### src/rtl/cfg_cmd_parser.sv
// Byte-stream command parser feeding the config register file.
// Ports: rx byte in (valid/ready), tx readback out (valid/ready),
//   register file write/read ports, cmd_error pulse.
// Optional: define CFG_CMD_TIMEOUT_EN for the inter-byte abort.
module cfg_cmd_parser #(
  parameter int          TIMEOUT_CYCLES = 1024,
  parameter logic [7:0]  WRITE_CMD      = 8'h57,
  parameter logic [7:0]  READ_CMD       = 8'h52
) (
  input  logic       clk,
  input  logic       reset_n,
  input  logic [7:0] rx_data,
  input  logic       rx_valid,
  output logic       rx_ready,
  output logic [7:0] tx_data,
  output logic       tx_valid,
  input  logic       tx_ready,
  output logic [7:0] write_addr,
  output logic [7:0] write_data,
  output logic [7:0] read_addr,
  output logic       write,
  output logic       read,
  input  logic [7:0] read_data,
  output logic       cmd_error
);

  typedef enum logic [2:0] {
    IDLE, ADDR, DATA, WR, RD, RD_WAIT, TX
  } state_t;

  state_t state;
  logic   op_wr;
  logic   rx_fire;
  logic   tx_fire;
  logic   tmo_hit;

  assign rx_fire = rx_valid && rx_ready;
  assign tx_fire = tx_valid && tx_ready;

`ifdef CFG_CMD_TIMEOUT_EN
  localparam int CW = $clog2(TIMEOUT_CYCLES) + 1;
  localparam logic [CW-1:0] TMO_MAX = CW'(TIMEOUT_CYCLES - 1);

  logic [CW-1:0] tmo_cnt;

  assign tmo_hit = (state == ADDR || state == DATA)
                 && !rx_fire && (tmo_cnt == TMO_MAX);

  // Counts idle cycles while a packet is half-received.
  always_ff @(posedge clk or negedge reset_n) begin
    if (!reset_n) begin
      tmo_cnt <= '0;
    end else if ((state == ADDR || state == DATA)
                 && !rx_fire && !tmo_hit) begin
      tmo_cnt <= tmo_cnt + 1'b1;
    end else begin
      tmo_cnt <= '0;
    end
  end
`else
  assign tmo_hit = 1'b0;
`endif

  // rx_ready is registered, so it is set together with the
  // transition into IDLE/ADDR/DATA and cleared on the way out.
  always_ff @(posedge clk or negedge reset_n) begin
    if (!reset_n) begin
      state      <= IDLE;
      op_wr      <= 1'b0;
      rx_ready   <= 1'b0;
      tx_data    <= '0;
      tx_valid   <= 1'b0;
      write_addr <= '0;
      write_data <= '0;
      read_addr  <= '0;
      write      <= 1'b0;
      read       <= 1'b0;
      cmd_error  <= 1'b0;
    end else begin
      write     <= 1'b0;
      read      <= 1'b0;
      cmd_error <= 1'b0;
      unique case (state)
        IDLE: begin
          rx_ready <= 1'b1;
          if (rx_fire) begin
            if (rx_data == WRITE_CMD) begin
              op_wr <= 1'b1;
              state <= ADDR;
            end else if (rx_data == READ_CMD) begin
              op_wr <= 1'b0;
              state <= ADDR;
            end else begin
              cmd_error <= 1'b1;
            end
          end
        end
        ADDR: begin
          if (rx_fire) begin
            if (op_wr) begin
              write_addr <= rx_data;
              state      <= DATA;
            end else begin
              read_addr <= rx_data;
              read      <= 1'b1;
              rx_ready  <= 1'b0;
              state     <= RD;
            end
          end else if (tmo_hit) begin
            cmd_error <= 1'b1;
            state     <= IDLE;
          end
        end
        DATA: begin
          if (rx_fire) begin
            write_data <= rx_data;
            write      <= 1'b1;
            rx_ready   <= 1'b0;
            state      <= WR;
          end else if (tmo_hit) begin
            cmd_error <= 1'b1;
            state     <= IDLE;
          end
        end
        WR: begin
          rx_ready <= 1'b1;
          state    <= IDLE;
        end
        RD: begin
          state <= RD_WAIT;
        end
        RD_WAIT: begin
          tx_data  <= read_data;
          tx_valid <= 1'b1;
          state    <= TX;
        end
        TX: begin
          if (tx_fire) begin
            tx_valid <= 1'b0;
            rx_ready <= 1'b1;
            state    <= IDLE;
          end
        end
        default: begin
          rx_ready <= 1'b0;
          tx_valid <= 1'b0;
          state    <= IDLE;
        end
      endcase
    end
  end

endmodule

### config.mk
export PLATFORM = sky130hd
export DESIGN_NAME = cfg_cmd_parser
export DESIGN_NICKNAME = d
export VERILOG_FILES = /design/src/rtl/cfg_cmd_parser.sv
export SDC_FILE = /design/constraint.sdc
export NUM_CORES = 1
export LEC_CHECK = 0
export CORE_MARGIN = 4
export CORE_UTILIZATION = 41
export DETAILED_ROUTE_END_ITERATION = 12
export PLACE_DENSITY = 0.76
export REMOVE_ABC_BUFFERS = 1
export SKIP_CTS_REPAIR_TIMING = 1
export SYNTH_ARGS = -nofsm -noshare
export SYNTH_HDL_FRONTEND = slang
export SYNTH_SLANG_ARGS = --single-unit
### constraint.sdc
create_clock -name clk -period 1.7 [get_ports clk]
set_input_delay 0.255 -clock clk [delete_from_list [all_inputs] [get_ports clk]]
set_output_delay 0.255 -clock clk [all_outputs]
set_load 0.005 [all_outputs]
# Yosys cells after proc, flatten, opt, wreduce, memory -nomap -nowiden
# Index checks and enable logic that the tools add are counted.
# Widths: inputs -> output; s select.
# totals
elab_cells	68
in_bits	20
ff_bits	41
out_inout_bits	37
# op_classes
n_reduce_logical	14
n_bitwise	3
mux	26
n_eq_ne	14
# ops
operator	count
$mux 3	7
$pmux 3 s6	1
$eq 8x7->1 const B	2
$mux 1	16
$ne 2x2->1 const B	5
$reduce_and 5->1	2
$eq 3x3->1 const B	3
$reduce_and 3->1	3
$eq 3x2->1 const B	2
$pmux 1 s5	1
$reduce_or 5->1	1
$reduce_and 2->1	2
$reduce_or 2->1	2
$eq 3x1->1 const B	1
$logic_not 3->1	1
$ne 3x3->1 const B	1
$not 1->1	3
$pmux 1 s3	1
$logic_and 1x1->1	2
$reduce_bool 2->1	1

# Longest topological paths before layout
# depth
depth_word	5
mapped_depth	5
ltp_nobuf	4

# Worst setup path before layout
# No wires, ideal clock.
# synth_path
path_kind	register to register
start	register state[1]
end	register read_addr[0]
setup_slack_ns	0.024
path_stages_with_launch	5
setup_ns	0.125
t_required_ns	1.575
arrival_time_ns	1.551
period_less_slack_ns	1.676
n_path_buf	1
cell_sequence	dfrtp_1 -> or3_4 -> or3_1 -> buf_6 -> mux2_4
# synth_via
elab_chain_cells	2
# synth_lines
item	line_no	text
start: declaration	31	state_t state;
start signal: assignment	68	state <= IDLE;
start signal: assignment	89	state <= ADDR;
start signal: assignment	92	state <= ADDR;
$eq 3x1->1	83	unique case (state)
$reduce_and 3->1 (no source line)	n/a	
end signal: assignment	104	read_addr <= rx_data;
end: declaration	20	output logic [7:0] read_addr,
# No other way between the ends.
# A chain may end at the register's enable or synchronous reset.

# Worst setup path after layout
# layout_path
start	register state[1]
end	register read_addr[2]
# Same word-level chain as after synthesis.

==> metrics.txt <==
FMAX=0.584 GHz; Synthesis Warnings=0; input/output buffers=56; first-pass GRT wire length=6820 µm; Core ar.=4030 µm²; P_leak=1.19 nW; clock sink total=41; #FFs+latches synth=41; largest net degree at the start of global routing=42; GRT Util Overall=0.170; synthesis-to-finish area growth=51.8%; initial DRC count=66; HPWL after DPL=2980 µm; Final Hold Vio Count=0; Reg2Reg Setup Slack=-0.01 ns; biggest area consumer among synthesized cells=dfrtp_1; commonest register cell after synthesis=dfrtp_1; Die W=72.7 µm; ANT cells=0; Worst Path Required=1.87 ns; critical-path maximum fanout=9; Skew-Pair Late Insertion Delay=0.29 ns; total gr overflow=0; setup TNS=-0.0178 ns; vias in the first global route=1448; number of setup violations in the final report=4; Placed Cells incl. Taps=248; die area=5290 µm²; worst slew pin tran=0.505 ns; Netlist cell types=32; Die Y=72.7 µm; WP data arrival=1.89 ns; post-synth design cell area=1720 µm²; max-cap violation count=0; RSZ-0062 raised after global routing=true; mean area per synthesized cell=13.6 µm²; number of CTS-inserted buffers=5; Final Wtd Congestion=0.809; # H-tree levels=2; sequential element share of the synthesized area=0.598; top cells by area, synth=dfrtp_1 (60%), mux2_2 (15%), mux2_4 (7.0%); Final nets=225; Worst VDD drop=783 µV; layout cells sized above 1=0.320; Worst Hold Slack=0.00650 ns; final WL=4120 µm; TritonCTS clock tree=built; Final min period=1.71 ns; Pre-Repair DR Iteration Count=4; WS Path Type=reg -> reg; Rel. slew slack=0.663; Final Cycle Share=1.01; top cells by count, synth=dfrtp_1 (41), mux2_2 (23), mux2_4 (8); Pwr Density=1600 nW/µm²; clock slew at reported path FFs=0.08 ns; count leader, synth=dfrtp_1; status=finished, violations left; share of the synthesized area in the top cell type=0.598; initial antenna violation count=0; Top Ports=57; Power Total=4.16 mW; hold crit path type=in -> async; post-route setup slack=-0.0135 ns; CTS Root Cell=clkbuf_8; Layout Cells excl Fill=256; drt wl/cell=16.1 µm; Critical Path Start Type=flop; clock skew=0.00686 ns; drc violations=0; std cell rows=23; Initial Utilization=0.426; post-route ant nets=0; Post-Synthesis Cells=126; endpoint class of the critical path=flop; routed vias/inst=5.14; Final Max Tran Viols=0; Post-synth EDFFs=0; violated checks=setup timing; DR vias=1315; share of flip-flops with an asynchronous set or reset=1.00; Longest Clk Path Bufs=2
==> per-stage QoR <==
| step | util | instance area (µm²) | setup WS (ns) |
|---|---|---|---|
| 4_1_cts | 0.639 | 2570 | -0.117 |
| 3_5_place_dp | 0.618 | 2490 | -0.415 |
| 5_1_grt | 0.647 | 2610 | -0.0553 |
| 3_3_place_gp | 0.618 | 2490 | -0.384 |
| 2_1_floorplan | - | 1690 | -0.158 |
| 6_report | 0.647 | 2610 | -0.0135 |
==> final timing paths <==
| check | start | to | cells after the start |
|---|---|---|---|
| setup / recovery | state[1]$_DFFE_PN0P_ | read_addr[2]$_DFFE_PN0P_ | 4 |
| hold / removal | reset_n | write_addr[6]$_DFFE_PN0P_ | 2 |
| setup reg to reg | state[1]$_DFFE_PN0P_ | read_addr[2]$_DFFE_PN0P_ | 4 |
| hold reg to reg | write_data[0]$_DFFE_PN0P_ | write_data[0]$_DFFE_PN0P_ | 1 |
| max in group asynchronous | reset_n | write_data[1]$_DFFE_PN0P_ | 2 |
| min in group clk | rx_data[5] | read_addr[5]$_DFFE_PN0P_ | 3 |
==> critical path: stages (launching register included) <==
cell     delay [ns]
dfrtp_1        0.39
or3_4          0.39
or3_4          0.35
buf_8          0.16
mux2_4         0.30
==> power breakdown <==
part	switching (mW)	internal, mW	total, mW
Clock	0.323	0.284	0.608
Sequential	0.254	1.41	1.67
Combinational	0.608	1.28	1.89
Total	1.19	2.97	4.16
==> state kept, by name, indices dropped and copies added, names as in the netlist, 3 cells and up <==
name / count
read_addr: 8
state: 3
tx_data: 8
write_addr: 8
write_data: 8
==> cell type report <==
class,instances,area (µm²)
fillers,336,1420
repair buffers,77,751
clock inverters,2,10.0
multi-input cells,75,666
flip-flops and latches,41,1030
inverters,5,18.8
clock buffers,6,72.6
well taps,50,62.6
==> kinds of logic (layout without fill, tap and decap cells) <==
logic type / count (synthesis) / after routing / share of synthesized area
buf+inv: 10 / 90 / 0.0262
mux: 31 / 31 / 0.221
simple gates: 28 / 28 / 0.0918
compound gates: 14 / 14 / 0.0532
flops: 41 / 41 / 0.598
xor+xnor: 2 / 2 / 0.0102
==> cell usage in the layout (no fill, tap or decap), types with 2 or more instances in the layout <==
cell type	n
buf_4	18
dlymetal6s2s_1	2
clkdlybuf4s50_1	53
nand2_1	4
dfrtp_1	41
a21oi_1	2
mux2_4	8
or3_4	2
nor3_1	4
buf_12	2
o21ai_0	5
nand3_1	3
a211oi_1	2
nor2_1	5
clkinv_2	2
inv_1	5
clkbuf_8	5
mux2_2	23
==> per-layer routing <==
metal  up-vias  global-route usage  wire [µm]
met1       649               0.202       1640
met2        49               0.288       2130
met5         -                   0          0
li1        607                   -          -
met4         0              0.0738         91
met3        10              0.0496        259
Note: power is estimated with default switching activity, not from simulation.
